`src/rtl/cpu_wb_pkg.sv`:
```
// Shared encodings and bundle type for the MIPS write-back stage.
package cpu_wb_pkg;

    localparam int WB_DATA_W = 32;
    localparam int WB_ADDR_W = 5;

    // Destination register select.
    typedef enum logic [1:0] {
        DST_RT   = 2'b00,
        DST_RD   = 2'b01,
        DST_LINK = 2'b10,
        DST_NONE = 2'b11
    } reg_dst_e;

    // Write-back data source select.
    typedef enum logic [1:0] {
        SRC_ALU  = 2'b00,
        SRC_LOAD = 2'b01,
        SRC_LINK = 2'b10,
        SRC_LESS = 2'b11
    } mem_to_reg_e;

    // Load width / extension mode; unlisted codes behave as word.
    typedef enum logic [2:0] {
        LM_WORD   = 3'b000,
        LM_BYTE_S = 3'b001,
        LM_BYTE_U = 3'b010,
        LM_HALF_S = 3'b011,
        LM_HALF_U = 3'b100
    } load_mode_e;

    // Resolved write-back bundle at the default core widths.
    typedef struct packed {
        logic                 valid;
        logic                 we;
        logic [WB_ADDR_W-1:0] addr;
        logic [WB_DATA_W-1:0] data;
    } wb_bundle_t;

    localparam wb_bundle_t WB_BUBBLE = '{valid: 1'b0, we: 1'b0, addr: '0, data: '0};

endpackage

```
`src/rtl/load_extend.sv`:
```
// Combinational sub-word load lane select and sign/zero extension.
module load_extend
    import cpu_wb_pkg::*;
#(
    parameter int DATA_W = 32
) (
    input  logic [DATA_W-1:0]            read_data,
    input  logic [$clog2(DATA_W/8)-1:0]  byte_off,
    input  logic [2:0]                   load_mode,
    output logic [DATA_W-1:0]            ext_data
);

    localparam int OFF_W = $clog2(DATA_W/8);

    logic [OFF_W-1:0]  half_off_s;
    logic [OFF_W-1:0]  word_off_s;
    logic [DATA_W-1:0] byte_sh_s;
    logic [DATA_W-1:0] half_sh_s;
    logic [DATA_W-1:0] word_sh_s;
    logic [7:0]        byte_s;
    logic [15:0]       half_s;
    logic [31:0]       word_s;
    logic [DATA_W-1:0] word_ext_s;

    // Shift the addressed lane down to bit 0; halfword ignores offset bit 0, word ignores bits 1:0.
    always_comb begin
        half_off_s = byte_off & ~OFF_W'(1);
        word_off_s = byte_off & ~OFF_W'(3);
        byte_sh_s  = read_data >> {byte_off,   3'b000};
        half_sh_s  = read_data >> {half_off_s, 3'b000};
        word_sh_s  = read_data >> {word_off_s, 3'b000};
        byte_s     = byte_sh_s[7:0];
        half_s     = half_sh_s[15:0];
        word_s     = word_sh_s[31:0];
    end

    // On wide datapaths a word load is sign-extended to the full width.
    generate
        if (DATA_W > 32) begin : g_wide
            assign word_ext_s = {{(DATA_W-32){word_s[31]}}, word_s};
        end else begin : g_narrow
            assign word_ext_s = word_s;
        end
    endgenerate

    // Apply the requested extension to the selected lane.
    always_comb begin
        ext_data = word_ext_s;
        case (load_mode_e'(load_mode))
            LM_BYTE_S: ext_data = {{(DATA_W-8){byte_s[7]}}, byte_s};
            LM_BYTE_U: ext_data = {{(DATA_W-8){1'b0}}, byte_s};
            LM_HALF_S: ext_data = {{(DATA_W-16){half_s[15]}}, half_s};
            LM_HALF_U: ext_data = {{(DATA_W-16){1'b0}}, half_s};
            LM_WORD:   ext_data = word_ext_s;
            default:   ext_data = word_ext_s;
        endcase
    end

endmodule

```
`src/rtl/wb_stage.sv`:
```
// Registered write-back stage: destination/source select, load extension,
// stall/flush pipeline register and forwarding-hit compare.
module wb_stage
    import cpu_wb_pkg::*;
#(
    parameter int DATA_W   = 32,
    parameter int ADDR_W   = 5,
    parameter int LINK_REG = 31
) (
    input  logic                         clk,
    input  logic                         reset,
    input  logic                         stall,
    input  logic                         flush,
    input  logic                         in_valid,
    input  logic                         in_reg_write,
    input  logic [1:0]                   in_reg_dst,
    input  logic [ADDR_W-1:0]            in_rt,
    input  logic [ADDR_W-1:0]            in_rd,
    input  logic [1:0]                   in_mem_to_reg,
    input  logic [2:0]                   in_load_mode,
    input  logic [$clog2(DATA_W/8)-1:0]  in_byte_off,
    input  logic [DATA_W-1:0]            in_result,
    input  logic [DATA_W-1:0]            in_read_data,
    input  logic [DATA_W-1:0]            in_pc_link,
    input  logic                         in_less,
    input  logic [ADDR_W-1:0]            fwd_addr_a,
    input  logic [ADDR_W-1:0]            fwd_addr_b,
    output logic                         wb_valid,
    output logic                         wb_we,
    output logic [ADDR_W-1:0]            wb_addr,
    output logic [DATA_W-1:0]            wb_data,
    output logic                         fwd_hit_a,
    output logic                         fwd_hit_b
);

    // Bundle sized to this instance's widths.
    typedef struct packed {
        logic              valid;
        logic              we;
        logic [ADDR_W-1:0] addr;
        logic [DATA_W-1:0] data;
    } stage_bundle_t;

    localparam stage_bundle_t BUBBLE = '0;

    logic [DATA_W-1:0] load_ext_s;
    logic [ADDR_W-1:0] addr_sel_s;
    logic              dst_none_s;
    logic [DATA_W-1:0] data_sel_s;
    stage_bundle_t     next_s;
    stage_bundle_t     wb_r;

    load_extend #(
        .DATA_W (DATA_W)
    ) u_load_extend (
        .read_data (in_read_data),
        .byte_off  (in_byte_off),
        .load_mode (in_load_mode),
        .ext_data  (load_ext_s)
    );

    // Destination select; "no destination" keeps address 0 and forces the write off.
    always_comb begin
        addr_sel_s = '0;
        dst_none_s = 1'b0;
        case (reg_dst_e'(in_reg_dst))
            DST_RT:   addr_sel_s = in_rt;
            DST_RD:   addr_sel_s = in_rd;
            DST_LINK: addr_sel_s = ADDR_W'(LINK_REG);
            DST_NONE: dst_none_s = 1'b1;
            default:  dst_none_s = 1'b1;
        endcase
    end

    // Write-back source select.
    always_comb begin
        data_sel_s = in_result;
        case (mem_to_reg_e'(in_mem_to_reg))
            SRC_ALU:  data_sel_s = in_result;
            SRC_LOAD: data_sel_s = load_ext_s;
            SRC_LINK: data_sel_s = in_pc_link;
            SRC_LESS: data_sel_s = {{(DATA_W-1){1'b0}}, in_less};
            default:  data_sel_s = in_result;
        endcase
    end

    // Assemble the resolved bundle; writes to $0 are dropped but the address is kept.
    always_comb begin
        next_s       = BUBBLE;
        next_s.valid = in_valid;
        next_s.we    = in_valid && in_reg_write && !dst_none_s && (addr_sel_s != '0);
        next_s.addr  = addr_sel_s;
        next_s.data  = data_sel_s;
    end

    // Pipeline register: reset, then flush (beats stall), then stall hold, else load.
    always_ff @(posedge clk or posedge reset) begin
        if (reset) begin
            wb_r <= BUBBLE;
        end else if (flush) begin
            wb_r <= BUBBLE;
        end else if (stall) begin
            wb_r <= wb_r;
        end else begin
            wb_r <= next_s;
        end
    end

    assign wb_valid = wb_r.valid;
    assign wb_we    = wb_r.we;
    assign wb_addr  = wb_r.addr;
    assign wb_data  = wb_r.data;

    // Same-cycle forwarding compare against the registered write; $0 never hits.
    assign fwd_hit_a = wb_r.we && (wb_r.addr == fwd_addr_a) && (fwd_addr_a != '0);
    assign fwd_hit_b = wb_r.we && (wb_r.addr == fwd_addr_b) && (fwd_addr_b != '0);

endmodule
```
`config.mk`:
```
export PLATFORM = sky130hd
export DESIGN_NAME = wb_stage
export DESIGN_NICKNAME = d
export VERILOG_FILES = /design/src/rtl/cpu_wb_pkg.sv /design/src/rtl/load_extend.sv /design/src/rtl/wb_stage.sv
export SDC_FILE = /design/constraint.sdc
export NUM_CORES = 1
export LEC_CHECK = 0
export ABC_AREA = 1
export BUFFER_PORTS_ARGS = -buffer_cell sky130_fd_sc_hd__clkbuf_2
export CAP_MARGIN = 20
export CORE_ASPECT_RATIO = 1.2
export CORE_MARGIN = 5
export CORE_UTILIZATION = 30
export CTS_CLUSTER_DIAMETER = 50
export DETAILED_ROUTE_END_ITERATION = 12
export PLACE_DENSITY = 0.65
export SLEW_MARGIN = 20
export SYNTH_ARGS = -nofsm -noshare
export SYNTH_HDL_FRONTEND = slang
export SYNTH_HIERARCHICAL = 1
export SYNTH_SLANG_ARGS = --single-unit
```
`constraint.sdc`:
```
create_clock -name clk -period 1.1 [get_ports clk]
set_input_delay 0.22 -clock clk [delete_from_list [all_inputs] [get_ports clk]]
set_output_delay 0.22 -clock clk [all_outputs]
set_load 0.01 [all_outputs]
```
# == After elaboration in Yosys (flattened, before gate mapping) ==
# Index checks and enable logic that the tools add are counted.
# totals
register_bits,39
input_bits,132
out_inout_bits,41
wordCells,38
# classes
n_eq_ne,13
n_shift,2
mux,6
n_reduce_logical,13
# op_table
operator,n
$pmux 32 s4,2
$mux 39,2
$shr 32x5->16,1
$shr 32x5->8,1
$pmux 5 s3,1
$reduce_bool 5->1,3
$eq 5x5->1,2
$eq 2x2->1 const B,4
$logic_and 1x1->1,7
$eq 3x2->1 const B,2
$eq 2x1->1 const B,2
$logic_not 2->1,2
$eq 3x1->1 const B,1
$eq 3x3->1 const B,1
$ne 2x1->1 const B,1
$logic_not 1->1,1
$mux 1,1

# == Logic depth before layout (Yosys ltp) ==
# Gate-level depths: netlist of the first run.
# depth
ltp_word,7
depth_mapped,12
depth_no_buf,10

# == Cells and area by module ==
# The synthesis of the first run kept the hierarchy.
# by_module_without_submodules
mod,n_inst,cells_per_inst,area_each_um2,seq_area_each_um2
wb_stage,1,305,2294.7,975.9
load_extend,1,232,1048.5,0.0

# == Worst setup path before layout of the first run ==
# No wires, ideal clock.
# synth_path
kind,register -> output
from,register wb_r (netlist bit wb_addr[1])
to,output port fwd_hit_a
arrival_time_ns,1.119
required_ns,0.880
slack_ns,-0.239
stages_incl_launch_ff,5
path_buffers,0
cell_sequence,dfrtp_1 -> or2_2 -> a21oi_1 -> nand3b_1 -> nor2_1
# synth_via
elab_chain_cells,3
# synth_rtl
element,line_no,rtl
start: declaration,wb_stage.sv:51,stage_bundle_t wb_r;
start signal: assignment,wb_stage.sv:103,wb_r <= wb_r;
start signal: assignment,wb_stage.sv:105,wb_r <= next_s;
$eq 5x5->1,wb_stage.sv:115,assign fwd_hit_a = wb_r.we && (wb_r.addr == fwd_addr_a) && (fwd_addr_a != '0);
$logic_and 1x1->1 (2 in series),wb_stage.sv:115,
end: declaration,wb_stage.sv:32,"output logic fwd_hit_a,"
# No other way between the ends.

# == Worst setup path in the final report of the first run ==
# layout_path
from,register wb_r (netlist bit wb_addr[1])
to,output port fwd_hit_b
# layout_via
elab_chain_cells,3
# layout_rtl
element,line_no,rtl
$eq 5x5->1,wb_stage.sv:116,assign fwd_hit_b = wb_r.we && (wb_r.addr == fwd_addr_b) && (fwd_addr_b != '0);
$logic_and 1x1->1 (2 in series),wb_stage.sv:116,
end: declaration,wb_stage.sv:33,output logic fwd_hit_b
# No other way between the ends.

==> impl_summary.log, run 1 <==
INFO  metric synth_seq_cells = 39
INFO  metric dpl_cell_area = 4974 µm²
INFO  metric synth-xor-area-share = 0.5240%
INFO  metric antenna_violations_before_repair = 0
INFO  metric slowest_delay = 0.42 ns
INFO  metric die_w = 106.4 µm
INFO  metric gpl.final_weighted_congestion = 0.9037
INFO  metric leakagePower = 0.003464 µW
INFO  metric whs = 0.2093 ns
INFO  metric power.share.clock = 27.8%
INFO  metric syn_inst = 537
INFO  metric post_drt_via_cell_ratio = 4.969
INFO  metric drv_slew = 0
INFO  metric synth_seq_area_share = 29.19%
INFO  metric critPathCaptureType = primary output
INFO  metric pin_count_of_the_biggest_net_entering_global_routing = 40
INFO  metric min_period_over_period = 141.8%
INFO  metric synth_compound_area_share = 11.56%
INFO  metric finalSetupViolations = 24
INFO  metric final_critical_delay_including_setup_and_external_delays = 1.559 ns
INFO  metric wire_per_inst = 15.62 µm
INFO  metric globalRouteTotalUtil = 20.49%
INFO  metric power-per-cell-area = 840.9 nW/µm²
INFO  metric outcome = finished, violations left
INFO  metric htreeDepth = 2
INFO  metric drcViolationCount = 0
INFO  metric netSwitchingPower = 1649 µW
INFO  metric proportion_of_power_drawn_by_combinational_gates = 40.5%
INFO  metric max_clock_freq = 0.6413 GHz
INFO  metric clk_transition_reported_paths = 0.05 ns
INFO  metric netlist-cell-type-count = 26
INFO  metric clock_skew = 0 ns
INFO  metric timing.critical_path.from_type = flop
INFO  metric core.rowCount = 42
INFO  metric coreArea = 10,980 µm²
INFO  metric crit_arrival = 1.34 ns
INFO  metric syn-mean-instance-area = 6.226 µm²
INFO  metric detail-route-antenna-nets = 0
INFO  metric drt-total-wl = 14.26 mm
INFO  metric synthToLayoutAreaGrowth = 77.25%
INFO  metric firstDrtPassIters = 4
INFO  metric fp.dieArea = 13,360 µm²
INFO  metric grt_pass1_wl = 22.28 mm
INFO  metric path_cells = or2_4, a21oi_2, nand3b_1, nor2_2, buf_2
INFO  metric cts_tree = done
INFO  metric drv_cap = 0
INFO  metric final.setup.worst_slack = -0.4593 ns
INFO  metric type_of_the_tightest_min_delay_check = input pin to flop
INFO  metric required = 0.88 ns
INFO  metric n_antenna_cell = 0
INFO  metric setup_repair_after_global_routing_missed_its_margin = true
INFO  metric design_area = 5926 µm²
INFO  metric starting_utilization_of_the_core_area = 30.44%
INFO  metric synth_nets = 669
INFO  metric dr_total_vias = 4,537
INFO  metric tritoncts.num_buffers = 5
INFO  metric post_synth_design_cell_area = 3343 µm²
INFO  metric ys_warn_count = 6
INFO  metric drive_above_1_share = 50.06%
INFO  metric clock_latency = 0.27 ns
INFO  metric finalHoldViolCount = 0
INFO  metric largest_family_of_logic_cells_by_synthesized_area = simple AND/OR/NAND/NOR gates
INFO  metric cts_root_buffer = sky130_fd_sc_hd__clkbuf_16
INFO  metric critPathSlowestCell = sky130_fd_sc_hd__dfrtp_2
INFO  metric grt_pass1_vias = 4,514
INFO  metric p_int = 3334 µW
INFO  metric finalNetCount = 912
INFO  metric detailedRoute.firstIterationViolations = 219
INFO  metric grt_remaining_overflow = 0
INFO  metric power_frac_seq = 31.7%
INFO  metric failed_checks = negative setup slack
INFO  metric path_class = flop to primary output
INFO  metric synthAdderAreaFrac = 0%
INFO  metric maximum_fanout_encountered_on_the_critical_timing_path = 4
INFO  metric timing.max_slew.rel_slack = 79.91%
INFO  metric netSwitchingFraction = 33.09%
INFO  metric worst_slew_pin_slew = 0.3010 ns
INFO  metric power.total = 4983 µW
INFO  metric power.ir.vdd_worst = 468.6 µV
INFO  metric cts.path.max_buffers = 2
INFO  metric synth.mux.area_fraction = 0%
INFO  metric cts.sinks = 39
INFO  metric basic_gate_share_of_the_synthesized_area_counting_and_or_nand_and_nor_cells = 46.78%
INFO  metric die_height = 125.6 µm
INFO  metric dp_hpwl = 10.62 mm
INFO  metric port_buffers = 172
INFO  metric pin_count = 173
[final cells by class]
class,instances,area (µm²)
Clock buffer,7,132.6
Clock inverter,1,5.005
Fill cell,1083,5057
Inverter,56,246.5
Multi-Input combinational cell,415,2534
Sequential cell,39,977.2
Tap cell,132,165.2
Timing Repair Buffer,263,1866
[layer usage]
metal / vias up / wire length (µm) / global-route usage, %
met5: - / 0 / 0
met4: 0 / 570 / 8.994
met3: 40 / 894 / 2.405
met2: 189 / 7071 / 35.40
met1: 2077 / 5724 / 25.57
li1: 2231 / - / -
[cells in the final DEF (no fill, tap or decap), types with 4 or more instances in the layout]
cell                          n
sky130_fd_sc_hd__a22o_1      32
sky130_fd_sc_hd__buf_12      17
sky130_fd_sc_hd__buf_4       66
sky130_fd_sc_hd__buf_6       15
sky130_fd_sc_hd__clkbuf_16    6
sky130_fd_sc_hd__clkbuf_2   159
sky130_fd_sc_hd__dfrtp_1     38
sky130_fd_sc_hd__inv_1       46
sky130_fd_sc_hd__inv_2        4
sky130_fd_sc_hd__nand2_1    204
sky130_fd_sc_hd__nand2_2     31
sky130_fd_sc_hd__nand2_4     10
sky130_fd_sc_hd__nand3_1     42
sky130_fd_sc_hd__nand3_2     40
sky130_fd_sc_hd__nand3_4     11
sky130_fd_sc_hd__nor2_2       5
sky130_fd_sc_hd__nor2_4       6
sky130_fd_sc_hd__o21ai_0      9
sky130_fd_sc_hd__o22ai_1      7
[synthesized netlist by cell type]
library cell,number,area [µm²]
sky130_fd_sc_hd__nand2_1,245,919.6
sky130_fd_sc_hd__nand3_1,93,465.5
sky130_fd_sc_hd__inv_1,53,198.9
sky130_fd_sc_hd__dfrtp_1,39,975.9
sky130_fd_sc_hd__a22o_1,32,280.3
sky130_fd_sc_hd__buf_2,15,75.07
sky130_fd_sc_hd__o21ai_0,9,45.04
sky130_fd_sc_hd__o22ai_1,7,43.79
sky130_fd_sc_hd__buf_6,6,67.56
sky130_fd_sc_hd__nor2_1,6,22.52
sky130_fd_sc_hd__buf_4,4,30.03
sky130_fd_sc_hd__clkbuf_1,3,11.26
sky130_fd_sc_hd__inv_2,3,11.26
sky130_fd_sc_hd__nand4_1,3,18.77
sky130_fd_sc_hd__a21oi_1,2,10.01
sky130_fd_sc_hd__nand2_4,2,22.52
sky130_fd_sc_hd__nand3b_1,2,15.01
sky130_fd_sc_hd__nor2_2,2,12.51
sky130_fd_sc_hd__nor2_4,2,22.52
sky130_fd_sc_hd__or2_2,2,12.51
sky130_fd_sc_hd__xnor2_1,2,17.52
sky130_fd_sc_hd__clkbuf_2,1,5.000
sky130_fd_sc_hd__nand3b_4,1,20.02
sky130_fd_sc_hd__nand4_2,1,12.51
sky130_fd_sc_hd__nor2_8,1,20.02
sky130_fd_sc_hd__o21bai_1,1,7.510
[power by group through the flow]
| stage | Combinational, µW | Clock [µW] | Sequential, µW |
|---|---|---|---|
| 2_1_floorplan | 811 | 0 | 1640 |
| 3_3_place_gp | 1620 | 0 | 1600 |
| 3_5_place_dp | 1630 | 0 | 1600 |
| 4_1_cts | 1850 | 1440 | 1580 |
| 5_1_grt | 2200 | 1480 | 1590 |
| 6_report | 2020 | 1390 | 1580 |
[through the flow]
stage	worst slack, ns	util [%]	TNS (ns)	cells
final	-0.4593	53.95	-1.925	913
after detailed placement	-0.4629	45.28	-14.12	887
after global placement	-0.4521	45.28	-13.37	887
after CTS	-0.4894	51.11	-1.912	911
after global routing	-0.5422	53.95	-3.503	913
after floorplan	-0.09812	-	-2.105	537
[state kept, by name, summed over array words and instances, names as in the netlist]
name,count
wb_data,32
wb_addr,5
wb_valid,1
wb_we,1
[worst paths after layout]
path	slack, ns	depth (start not counted)	endpoint	start
hold reg to reg	0.48	2	wb_data[0]	wb_data[0]
min in group asynchronous	0.52	4	wb_data[10]	reset
setup / recovery	-0.46	5	fwd_hit_b	wb_addr[1]
max in group asynchronous	0.35	4	wb_addr[1]	reset
setup reg to reg	0.22	2	wb_data[7]	wb_data[7]
hold / removal	0.21	2	wb_valid	in_valid
[worst max-delay path, delay by kind of cell, from the launching register on]
kind,cells,cell delay (ns)
and+or+nand+nor,3,0.40
AOI/OAI and AO/OA,1,0.12
DFF,1,0.42
buffers and inverters,1,0.13
[kinds of logic after synthesis]
kind of cell | count (synthesis)
and+or+nand+nor | 360
buffers and inverters | 85
AOI/OAI and AO/OA | 51
DFF | 39
xor gates and xnor gates | 2
[timing repair]
item,CTS,global route
gates resized for setup,69,87
endpoints found under the hold margin,39,0
gates cloned,4,0
pin swaps,24,26
buffers inserted,11,5
hold buffers,1,0
setup endpoints to repair,39,41
Note: power is estimated with default switching activity, not from simulation.
==> inputs of run 2 (changes only) <==
--- a/config.mk
+++ b/config.mk
@@ -10,10 +10,11 @@
 export CAP_MARGIN = 20
 export CORE_ASPECT_RATIO = 1.2
 export CORE_MARGIN = 5
-export CORE_UTILIZATION = 30
+export CORE_UTILIZATION = 40
 export CTS_CLUSTER_DIAMETER = 50
 export DETAILED_ROUTE_END_ITERATION = 12
-export PLACE_DENSITY = 0.65
+export PLACE_DENSITY = 0.81
+export REMOVE_ABC_BUFFERS = 1
 export SLEW_MARGIN = 20
 export SYNTH_ARGS = -nofsm -noshare
 export SYNTH_HDL_FRONTEND = slang
==> impl_summary.log, run 2 (same netlist as run 1, synthesis figures left out) <==
INFO  metric globalRouteTotalUtil = 24.71% (+4.2 points)
INFO  metric grt_pass1_wl = 20.42 mm (-8.4%)
INFO  metric synthToLayoutAreaGrowth = 67.78%
INFO  metric cts.path.max_buffers = 2 (unchanged)
INFO  metric final_critical_delay_including_setup_and_external_delays = 1.642 ns (+0.08256 ns)
INFO  metric drive_above_1_share = 46.83% (-3.2 points)
INFO  metric final_cell_mix = sky130_fd_sc_hd__nand2_1 (210), sky130_fd_sc_hd__clkbuf_2 (160), sky130_fd_sc_hd__nand3_1 (48)
INFO  metric sequential_cell_area = 978.4 µm² (+0.13%)
INFO  metric cells_on_worst_hold_path = 2 (unchanged)
INFO  metric n_antenna_cell = 0 (unchanged)
INFO  metric antenna_violations_before_repair = 0 (unchanged)
INFO  metric core.rowCount = 36 (-14%)
INFO  metric detail-route-antenna-nets = 0 (unchanged)
INFO  metric dr_total_vias = 4,601 (+1.4%)
INFO  metric area_of_combinational_cells_with_multiple_inputs = 2476 µm² (-2.3%)
INFO  metric drcViolationCount = 0 (unchanged)
INFO  metric crit_arrival = 1.42 ns (+0.08 ns)
INFO  metric clock_latency = 0.29 ns (+0.02 ns)
INFO  metric fp.dieArea = 10,290 µm² (-23%)
INFO  metric leakagePower = 0.003289 µW (-5.1%)
INFO  metric final.setup.worst_slack = -0.5419 ns (-0.08256 ns)
INFO  metric power.ir.vdd_worst = 447.9 µV (-4.4%)
INFO  metric maximum_fanout_encountered_on_the_critical_timing_path = 4 (unchanged)
INFO  metric finalHoldViolCount = 0 (unchanged)
INFO  metric largest_reg_flops = 32 (unchanged)
INFO  metric drv_slew = 0 (unchanged)
INFO  metric die_w = 93.46 µm (-12%)
INFO  metric layout.cells.most_common = sky130_fd_sc_hd__nand2_1
INFO  metric detailedRoute.firstIterationViolations = 383 (+75%)
INFO  metric wire_per_inst = 16.27 µm (+4.2%)
INFO  metric tritoncts.num_buffers = 5 (unchanged)
INFO  metric required = 0.88 ns (about the same)
INFO  metric worst_slew_pin_slew = 0.2988 ns (-0.002230 ns)
INFO  metric dp_hpwl = 9.524 mm (-10%)
INFO  metric drv_cap = 0 (unchanged)
INFO  metric grt_remaining_overflow = 0 (unchanged)
INFO  metric finalSetupViolations = 33 (+38%)
INFO  metric min_period_over_period = 149.3% (+7.5 points)
INFO  metric path_class = flop to primary output
INFO  metric coreArea = 8153 µm² (-26%)
INFO  metric firstDrtPassIters = 5 (+1)
INFO  metric drt-total-wl = 14.16 mm (-0.73%)
INFO  metric pin_count_of_the_biggest_net_entering_global_routing = 40 (unchanged)
INFO  metric timing.max_slew.rel_slack = 80.03% (+0.12 points)
INFO  metric htreeDepth = 2 (unchanged)
INFO  metric clock_skew = 0 ns (unchanged)
INFO  metric grt_pass1_vias = 4,625 (+2.5%)
INFO  metric outcome = finished, violations left
INFO  metric fin_setup_tns = -2.401 ns (-0.4762 ns)
INFO  metric power-per-cell-area = 821.8 nW/µm² (-2.3%)
INFO  metric port_buffers = 172 (unchanged)
INFO  metric finalNetCount = 887 (-2.7%)
INFO  metric critPathCaptureType = primary output
INFO  metric fillers = 630 (-42%)
INFO  metric max_clock_freq = 0.6091 GHz (-5.0%)
INFO  metric cts.sinks = 39 (unchanged)
INFO  metric setup_repair_after_global_routing_missed_its_margin = true
INFO  metric post-route-util = 68.80% (+15 points)
INFO  metric cts_tree = done
INFO  metric failed_checks = negative setup slack
INFO  metric timing.critical_path.from_type = flop
INFO  metric gpl.final_weighted_congestion = 0.9151 (+1.3%)
INFO  metric pin_count = 173 (unchanged)
INFO  metric post_drt_via_cell_ratio = 5.289 (+6.4%)
INFO  metric die_height = 110.1 µm (-12%)
INFO  metric timing.reg2reg.worst_path_depth = 4 (+2)
INFO  metric preCtsSetupSlack = -0.4196 ns (+0.04336 ns)
INFO  metric type_of_the_tightest_min_delay_check = input pin to flop
INFO  metric cts_root_buffer = sky130_fd_sc_hd__clkbuf_8
INFO  metric clk_transition_reported_paths = 0.08 ns (+0.03 ns)
INFO  metric starting_utilization_of_the_core_area = 41.01% (+11 points)
## run 2: changes by cell type in the layout (fill, tap and decap cells not counted), sizes merged
| cell | previous run | this run |
|---|---|---|
| buf | 102 | 74 |
| clkinvlp | 1 | 0 |
| inv | 54 | 55 |
| clkinv | 2 | 1 |
| clkbuf | 167 | 171 |
## run 2: report_power, final
part           leakage [µW]  internal [µW]  switching [µW]
Clock             0.0000515            573             536
Sequential         0.000524           1520            60.3
Combinational       0.00271            900            1020
## run 2: routing by layer
layer / GRT usage, % / vias to the layer above / routed length (µm)
li1: - / 2176 / -
met1: 28.31 / 2150 / 5150
met2: 45.02 / 231 / 7461
met3: 4.345 / 44 / 1102
met4: 10.58 / 0 / 442
met5: 0 / - / 0
## run 2: final cells by class
| cell class | instances | share of cell area [%] |
|---|---|---|
| Sequential cell | 39 | 17.44 |
| Clock buffer | 8 | 1.785 |
| Multi-Input combinational cell | 415 | 44.14 |
| Timing Repair Buffer | 238 | 30.07 |
| Tap cell | 114 | 2.543 |
| Inverter | 56 | 4.015 |
## run 2: critical path, stage by stage (launching register included)
cell and delay (ns):
sky130_fd_sc_hd__dfrtp_2 0.44, sky130_fd_sc_hd__or2_4 0.24, sky130_fd_sc_hd__a21oi_2 0.11, sky130_fd_sc_hd__nand3b_1 0.09
sky130_fd_sc_hd__nor2_2 0.10, sky130_fd_sc_hd__buf_2 0.14
## run 2: repair_timing
item | CTS | global route
setup buffers | 8 | 0
pin swaps | 42 | 57
hold buffers | 1 | 0
setup endpoints to repair | 39 | 40
gates resized for setup | 54 | 119
cloned | 5 | 2
endpoints found under the hold margin | 39 | 0
## run 2: through the flow
stage | power, µW | cells | cell area, µm² | hold WS (ns)
2_1_floorplan | 2313 | 508 | 3154 | 0.3660
3_3_place_gp | 3037 | 849 | 4661 | 0.2470
3_5_place_dp | 3083 | 849 | 4661 | 0.2555
4_1_cts | 4349 | 869 | 5132 | 0.1816
5_1_grt | 4847 | 870 | 5609 | 0.1949
6_report | 4610 | 870 | 5609 | 0.1874
## run 2: worst paths after layout
path	startpoint	slack (ns)	to
hold / removal	in_valid	0.19	wb_valid
min in group asynchronous	reset	0.50	wb_data[19]
max in group asynchronous	reset	0.39	wb_addr[3]
setup reg to reg	wb_addr[1]	0.20	wb_addr[1]
setup / recovery	wb_addr[1]	-0.54	fwd_hit_b
hold reg to reg	wb_data[21]	0.51	wb_data[21]
